**config.mk**
```make
export PLATFORM = sky130hd
export DESIGN_NAME = init_seq_counter_flat
export DESIGN_NICKNAME = d
export VERILOG_FILES = /design/src/rtl/init_seq_counter_pkg.sv /design/src/rtl/init_seq_counter_if.sv /design/src/rtl/seq_tick_gen.sv /design/src/rtl/init_seq_counter.sv /design/src/flat_wrapper.sv
export SDC_FILE = /design/constraint.sdc
export NUM_CORES = 1
export LEC_CHECK = 0
export CORE_MARGIN = 8
export CORE_UTILIZATION = 47
export DETAILED_ROUTE_END_ITERATION = 8
export HOLD_SLACK_MARGIN = 0.12
export PLACE_DENSITY_LB_ADDON = 0.3
export SLEW_MARGIN = 40
export SYNTH_ARGS = -nofsm -noshare
export SYNTH_HDL_FRONTEND = slang
export SYNTH_SLANG_ARGS = --single-unit
```
**constraint.sdc**
```tcl
create_clock -name clk -period 1.7 [get_ports clk]
set_input_delay 0.51 -clock clk [delete_from_list [all_inputs] [get_ports clk]]
set_output_delay 0.51 -clock clk [all_outputs]
set_load 0.02 [all_outputs]
```
**src/rtl/init_seq_counter_pkg.sv**
```systemverilog
// -----------------------------------------------------------------------------
// init_seq_pkg
//   Shared types and constants for the init-transfer frame sequencer.
//   - state_t    : sequencer FSM states (IDLE / RUN / FINISH)
//   - CNT_W      : width of the step count driven to the control decoder
//   - DEF_*      : default parameter values for the sequencer
//   - idx_w()    : width of the command index, max(1, clog2(n))
// -----------------------------------------------------------------------------
package init_seq_pkg;

    localparam int CNT_W        = 6;
    localparam int DEF_CNT_MAX  = 47;
    localparam int DEF_N_CMDS   = 4;
    localparam int DEF_TICK_DIV = 1;

    typedef enum logic [1:0] {
        IDLE   = 2'd0,
        RUN    = 2'd1,
        FINISH = 2'd2
    } state_t;

    // A single-frame sequence still needs a 1-bit index port.
    function automatic int idx_w(input int n);
        return (n > 1) ? $clog2(n) : 1;
    endfunction

endpackage

```
**src/rtl/init_seq_counter_if.sv**
```systemverilog
// -----------------------------------------------------------------------------
// init_seq_counter_if
//   Bundle between the frame sequencer and the top-level init controller /
//   control decoder.
//   Signals:
//     start     : level-sampled sequence request (controller -> sequencer)
//     count     : 6-bit step count to the control decoder
//     cmd_idx   : current frame index 0..N_CMDS-1
//     frame_end : 1-cycle pulse when a non-final frame wraps
//     busy      : high while a sequence is running
//     done      : 1-cycle pulse at sequence completion
//     pause     : freeze request, present only when INIT_SEQ_PAUSE_EN is defined
//   Modports:
//     master : the sequencer side (drives count/status)
//     slave  : the controller side (drives start/pause)
// -----------------------------------------------------------------------------
interface init_seq_counter_if
    import init_seq_pkg::*;
#(
    parameter int N_CMDS = DEF_N_CMDS
);

    localparam int W = idx_w(N_CMDS);

    logic             start;
    logic [CNT_W-1:0] count;
    logic [W-1:0]     cmd_idx;
    logic             frame_end;
    logic             busy;
    logic             done;

`ifdef INIT_SEQ_PAUSE_EN
    logic             pause;

    modport master (
        input  start,
        input  pause,
        output count,
        output cmd_idx,
        output frame_end,
        output busy,
        output done
    );

    modport slave (
        output start,
        output pause,
        input  count,
        input  cmd_idx,
        input  frame_end,
        input  busy,
        input  done
    );
`else
    modport master (
        input  start,
        output count,
        output cmd_idx,
        output frame_end,
        output busy,
        output done
    );

    modport slave (
        output start,
        input  count,
        input  cmd_idx,
        input  frame_end,
        input  busy,
        input  done
    );
`endif

endinterface

```
**src/rtl/seq_tick_gen.sv**
```systemverilog
// -----------------------------------------------------------------------------
// seq_tick_gen
//   Step-rate divider for the frame sequencer: asserts tick once every
//   TICK_DIV enabled cycles. With TICK_DIV=1 the divider collapses to a
//   constant-zero register and tick is permanently 1.
//   Ports:
//     clk   : system clock
//     reset : synchronous, active-high reset (divider -> 0)
//     clr   : synchronous clear of the divider phase
//     hold  : freezes the divider phase (tick stays at its current level)
//     tick  : step strobe; the consumer must gate it with its own hold reason
// -----------------------------------------------------------------------------
module seq_tick_gen #(
    parameter int TICK_DIV = 1
) (
    input  logic clk,
    input  logic reset,
    input  logic clr,
    input  logic hold,
    output logic tick
);

    localparam int             DIV_W    = (TICK_DIV > 1) ? $clog2(TICK_DIV) : 1;
    localparam logic [DIV_W-1:0] DIV_LAST = DIV_W'(TICK_DIV - 1);

    if (TICK_DIV < 1) begin : g_bad_div
        $error("seq_tick_gen: TICK_DIV must be >= 1");
    end

    logic [DIV_W-1:0] div_reg;
    logic [DIV_W-1:0] div_next;

    always_comb begin
        div_next = div_reg;
        if (clr) begin
            div_next = '0;
        end else if (!hold) begin
            div_next = (div_reg == DIV_LAST) ? '0 : div_reg + DIV_W'(1);
        end
    end

    always_ff @(posedge clk) begin
        if (reset) begin
            div_reg <= '0;
        end else begin
            div_reg <= div_next;
        end
    end

    // Tick fires on the last phase, so a freshly cleared divider holds the
    // first count value for a full TICK_DIV cycles.
    assign tick = (div_reg == DIV_LAST);

endmodule

```
**src/rtl/init_seq_counter.sv**
```systemverilog
// -----------------------------------------------------------------------------
// init_seq_counter
//   Frame sequencer for the init-transfer control decoder. A start request
//   in IDLE runs N_CMDS frames; each frame sweeps count 0..CNT_MAX, advancing
//   one step every TICK_DIV cycles. In IDLE count parks at CNT_MAX so the
//   decoder keeps its CLK1/CLK2 strobes low.
//   Ports:
//     clk   : system clock
//     reset : synchronous, active-high reset
//     bus   : init_seq_counter_if.master (start, [pause], count, cmd_idx,
//             frame_end, busy, done)
//   Parameters:
//     CNT_MAX  : last count of a frame, 35..63
//     N_CMDS   : frames per sequence, >= 1
//     TICK_DIV : cycles per count step, >= 1
//   Optional feature macro: INIT_SEQ_PAUSE_EN -- adds bus.pause, which
//     freezes stepping (count, cmd_idx and divider phase) while in RUN.
// -----------------------------------------------------------------------------
module init_seq_counter
    import init_seq_pkg::*;
#(
    parameter int CNT_MAX  = DEF_CNT_MAX,
    parameter int N_CMDS   = DEF_N_CMDS,
    parameter int TICK_DIV = DEF_TICK_DIV
) (
    input  logic                clk,
    input  logic                reset,
    init_seq_counter_if.master  bus
);

    localparam int               W        = idx_w(N_CMDS);
    localparam logic [CNT_W-1:0] CNT_LAST = CNT_W'(CNT_MAX);
    localparam logic [W-1:0]     CMD_LAST = W'(N_CMDS - 1);

    if ((CNT_MAX < 35) || (CNT_MAX > 63)) begin : g_bad_cnt_max
        $error("init_seq_counter: CNT_MAX must be within 35..63");
    end
    if (N_CMDS < 1) begin : g_bad_n_cmds
        $error("init_seq_counter: N_CMDS must be >= 1");
    end

    state_t           state_reg, state_next;
    logic [CNT_W-1:0] count_reg, count_next;
    logic [W-1:0]     cmd_reg, cmd_next;
    logic             frame_end_reg, frame_end_next;

    logic             pause_req;
    logic             run_active;
    logic             tick;
    logic             step;

`ifdef INIT_SEQ_PAUSE_EN
    assign pause_req = bus.pause;
`else
    assign pause_req = 1'b0;
`endif

    assign run_active = (state_reg == RUN);

    // Outside RUN the divider is held at phase 0, so every sequence starts
    // with a full-length first step. pause only matters in RUN because the
    // clear dominates everywhere else.
    seq_tick_gen #(
        .TICK_DIV (TICK_DIV)
    ) u_tick (
        .clk   (clk),
        .reset (reset),
        .clr   (!run_active),
        .hold  (pause_req),
        .tick  (tick)
    );

    assign step = tick && run_active && !pause_req;

    always_comb begin
        state_next     = state_reg;
        count_next     = count_reg;
        cmd_next       = cmd_reg;
        frame_end_next = 1'b0;

        case (state_reg)
            IDLE: begin
                count_next = CNT_LAST;
                cmd_next   = '0;
                if (bus.start) begin
                    state_next = RUN;
                    count_next = '0;
                end
            end

            RUN: begin
                if (step) begin
                    if (count_reg == CNT_LAST) begin
                        if (cmd_reg == CMD_LAST) begin
                            // Final frame: count stays parked at CNT_MAX.
                            state_next = FINISH;
                        end else begin
                            count_next     = '0;
                            cmd_next       = cmd_reg + W'(1);
                            frame_end_next = 1'b1;
                        end
                    end else begin
                        count_next = count_reg + CNT_W'(1);
                    end
                end
            end

            FINISH: begin
                state_next = IDLE;
                count_next = CNT_LAST;
                cmd_next   = '0;
            end

            default: begin
                state_next = IDLE;
                count_next = CNT_LAST;
                cmd_next   = '0;
            end
        endcase
    end

    always_ff @(posedge clk) begin
        if (reset) begin
            state_reg     <= IDLE;
            count_reg     <= CNT_LAST;
            cmd_reg       <= '0;
            frame_end_reg <= 1'b0;
        end else begin
            state_reg     <= state_next;
            count_reg     <= count_next;
            cmd_reg       <= cmd_next;
            frame_end_reg <= frame_end_next;
        end
    end

    // busy and done decode directly from the state register; FINISH lasts
    // exactly one cycle, which makes done a single-cycle pulse.
    assign bus.count     = count_reg;
    assign bus.cmd_idx   = cmd_reg;
    assign bus.frame_end = frame_end_reg;
    assign bus.busy      = (state_reg == RUN);
    assign bus.done      = (state_reg == FINISH);

endmodule
```
**src/flat_wrapper.sv**
```systemverilog
// flat-port wrapper written by rule: the top's interface ports become plain ports
module init_seq_counter_flat import init_seq_pkg::*;
#(
    parameter int CNT_MAX  = DEF_CNT_MAX,
    parameter int N_CMDS   = DEF_N_CMDS,
    parameter int TICK_DIV = DEF_TICK_DIV
)
  (clk, reset, bus_start, bus_count, bus_cmd_idx, bus_frame_end, bus_busy, bus_done);
  init_seq_counter_if #(.N_CMDS(N_CMDS)) bus_i ();
  input  logic clk;
  input  logic reset;
  input wire logic [$bits(bus_i.start)-1:0] bus_start;
  output wire logic [$bits(bus_i.count)-1:0] bus_count;
  output wire logic [$bits(bus_i.cmd_idx)-1:0] bus_cmd_idx;
  output wire logic [$bits(bus_i.frame_end)-1:0] bus_frame_end;
  output wire logic [$bits(bus_i.busy)-1:0] bus_busy;
  output wire logic [$bits(bus_i.done)-1:0] bus_done;
  assign bus_i.start = bus_start;
  assign bus_count = bus_i.count;
  assign bus_cmd_idx = bus_i.cmd_idx;
  assign bus_frame_end = bus_i.frame_end;
  assign bus_busy = bus_i.busy;
  assign bus_done = bus_i.done;
  init_seq_counter #(.CNT_MAX(CNT_MAX), .N_CMDS(N_CMDS), .TICK_DIV(TICK_DIV)) u_core (.clk(clk), .reset(reset), .bus(bus_i));
endmodule
```
==> results <==
==> power groups by stage <==
stage / Clock [mW] / Combinational (mW) / Sequential (mW)
6_report: 0.175 / 0.174 / 0.313
5_1_grt: 0.197 / 0.190 / 0.316
4_1_cts: 0.177 / 0.176 / 0.314
3_5_place_dp: 0 / 0.185 / 0.321
3_3_place_gp: 0 / 0.182 / 0.319
2_1_floorplan: 0 / 0.0904 / 0.340
==> per-layer routing <==
metal	vias up	GRT usage	part of all wire
met4	0	0.0776	0.023
met5	-	0	0
met3	5	0.0369	0.046
met2	9	0.192	0.50
li1	293	-	-
met1	286	0.120	0.43
==> cell families (layout without fill, tap and decap cells) <==
family / count (synthesis) / in the layout / share of synthesized area
AOI/OAI and AO/OA: 17 / 17 / 0.222
xor gates and xnor gates: 1 / 1 / 0.0140
adders and majority gates: 2 / 2 / 0.0401
buffers and inverters: 5 / 26 / 0.0341
DFF: 12 / 12 / 0.385
muxes: 1 / 1 / 0.0160
other: 1 / 1 / 0.00601
and+or+nand+nor: 26 / 26 / 0.283
==> critical path, delay by kind of cell, from the launching register on <==
| family | cells | cell delay [ps] |
|---|---|---|
| buffers and inverters | 1 | 340 |
| DFF | 1 | 360 |
| and+or+nand+nor | 1 | 130 |
==> cells in the final DEF, fill, tap and decap left out, drive strengths merged, types with 2 or more instances in the layout <==
cell type,Yosys,final
a21oi,3,3
inv,3,3
nor2,4,4
nand3,3,3
clkdlybuf4s50,0,2
or2,2,2
dlygate4sd2,0,9
nor4,3,3
buf,2,7
nand2b,2,2
dfxtp,12,12
nand4,2,2
nand2,2,2
o21ai,2,2
ha,2,2
and4b,2,2
clkbuf,0,4
==> cell usage after synthesis, drive strengths merged, types with 2 or more instances <==
cell type,n
nand2,2
nand4,2
buf,2
and4b,2
or2,2
a21oi,3
inv,3
dfxtp,12
nor2,4
nand2b,2
o21ai,2
nand3,3
ha,2
nor4,3
==> final cells by class <==
cell class,instances,share of cell area
multi-input combinational,48,0.440
inverter,3,0.0137
sequential,12,0.291
tap,15,0.0228
clock buffer,3,0.0273
timing repair buffer,20,0.205
==> stage by stage <==
stage	hold WS, ps	std cells	setup WS [ps]	power, mW
2_1_floorplan	531	65	69.4	0.431
3_3_place_gp	513	98	-43.1	0.501
3_5_place_dp	542	98	-57.4	0.506
4_1_cts	555	101	7.65	0.666
5_1_grt	574	101	0.0685	0.703
6_report	555	101	86.1	0.662
==> how the worst max path moves through the flow <==
| stage | start | end | slack (ps) |
|---|---|---|---|
| after global routing | u_core.state_reg[1]$_SDFFE_PP0P_ | bus_done | 0.07 |
| after CTS | u_core.bus.frame_end$_SDFF_PP0_ | bus_frame_end | 8 |
| after floorplan | u_core.bus.count[0]$_SDFFE_PP1P_ | u_core.state_reg[0]$_SDFFE_PP0P_ | 70 |
| after global placement | bus_start | u_core.bus.count[2]$_SDFFE_PP1P_ | -40 |
| after detailed placement | bus_start | u_core.bus.count[2]$_SDFFE_PP1P_ | -60 |
| final | u_core.state_reg[1]$_SDFFE_PP0P_ | bus_done | 90 |
==> what timing repair did <==
action,in CTS,in global routing
setup endpoints to repair,10,2
pin swaps,0,0
resized for setup,11,2
==> out/metrics.csv <==
stage,metric,value,unit
run_status,outcome,"finished, final reports clean",
timing,slew_viol_final,0,
drt,num_vias,593,
drt,drcViolationCount,0,
yosys,ys_seq_area_frac,0.385,
yosys,netlist_area,624,um2
min_path,hp-class,flop to flop,
setup_path,ff2ff_setup_slack,100,ps
yosys,synth_area_leaders,"dfxtp_1 (38%), ha_1 (4.0%), a22oi_4 (3.4%)",
clocking,clock_path_buffers,2,
clocking,clk_latency,270,ps
timing,fin_setup_tns,0,ps
finish,fillers,112,
drt,via_per_inst,5.87,
placement,dp_hpwl,1160,um
die,die_y,52.4,um
drt,wl_per_cell,14.8,um
drt,first_pass_iters,3,
yosys,synthArstFlopShare,0,
yosys,yosysTopAreaCell,dfxtp_1,
clocking,htree_levels,1,
setup_path,cp-end-kind,output port,
min_path,min-delay-start,u_core.bus.cmd_idx[1]$_SDFFE_PP0P_,
min_path,hold_end,u_core.bus.cmd_idx[1]$_SDFFE_PP0P_,
die,core_area,0.00127,mm2
clocking,cts_tree,done,
global_route,antenna_found_initial,0,
clocking,cts_buffers,3,
timing,setup_viol,0,
drt,finalWirelength,1490,um
global_route,grtUsageTotal,0.115,
finish,areaGrowthSynthToFinish,32.1,%
timing,clock.fmax,0.620,GHz
yosys,syn_avg_cell_area,9.61,um2
global_route,grt_max_degree,11,
finish,area.sequential,240,um2
pwr,pwr-share-comb,0.263,
pwr,vdd_drop_max,0.000479,V
min_path,hold_depth,2,
die,fp-row-count,13,
global_route,first_global_vias,559,
pwr,pwr-share-clk,0.264,
job,cap_viol_max_count,0,
pwr,p_leak,0.395,nW
finish,final_nets,93,
yosys,synth_nets,70,
clocking,clk_pin_slew,80,ps
clocking,numClockSinks,12,
pwr,p_sw,0.204,mW
die,ios,14,
timing,rsz0062_at_grt,false,
setup_path,rr_worst_depth,5,
finish,multi_input_area,363,um2
yosys,ys.warnings.count,0,
yosys,synth-edff-count,0,
placement,port_buffers,13,
yosys,syn_inst,65,
setup_path,reg2reg_to,u_core.bus.count[3]$_SDFFE_PP1P_,
finish,largest_register_ffs,6,
placement,gp_congestion,0.803,
finish,antenna-diode-count,0,
setup_path,cp_slowest_cell,dfxtp_1,
timing,fin_crit_sh,0.949,
pwr,p_int,0.458,mW
setup_path,max_stage_delay,360,ps
placement,placed_area,816,um2
drt,final_antenna_net_count,0,
pwr,p_per_area,803,mW/mm2
timing,hold_violations,0,
setup_path,worst-endpoint-arrival,1100,ps
clocking,ctsHoldBuffers,0,
setup_path,critPathLaunchType,flop,
setup_path,setup.worst_path.class,flop to output port,
yosys,ys_ff_latch,12,
clocking,post_cts_buffers,0,
global_route,grt_pass1_wl,2390,um
die,initial_core_util,0.492,
setup_path,worstReg2RegStart,u_core.bus.count[0]$_SDFFE_PP1P_,
finish,drive_gt1_frac,0.244,
global_route,overflow,0,
setup_path,required,1190,ps
setup_path,crit_chain,nor2b_1 -> dlygate4sd2_1,
pwr,power_frac_seq,0.473,
setup_path,path_max_fanout,4,
die,chipWidth,52.4,um
pwr,p_sw_frac,0.308,
yosys,synth.top_cell.area_share,0.385,
die,die_area,0.00275,mm2
yosys,synth-main-ff-cell,dfxtp_1,
timing,finalCriticalPeriod,1610,ps
clocking,clockRootBuffer,clkbuf_4,
yosys,ys_types,41,
timing,finClkSkew,7.34,ps
finish,final_area,825,um2
finish,fin_util,0.650,
drt,dr.first_iter.drc_count,4,
No activity file was read; power rests on OpenSTA's default activity.
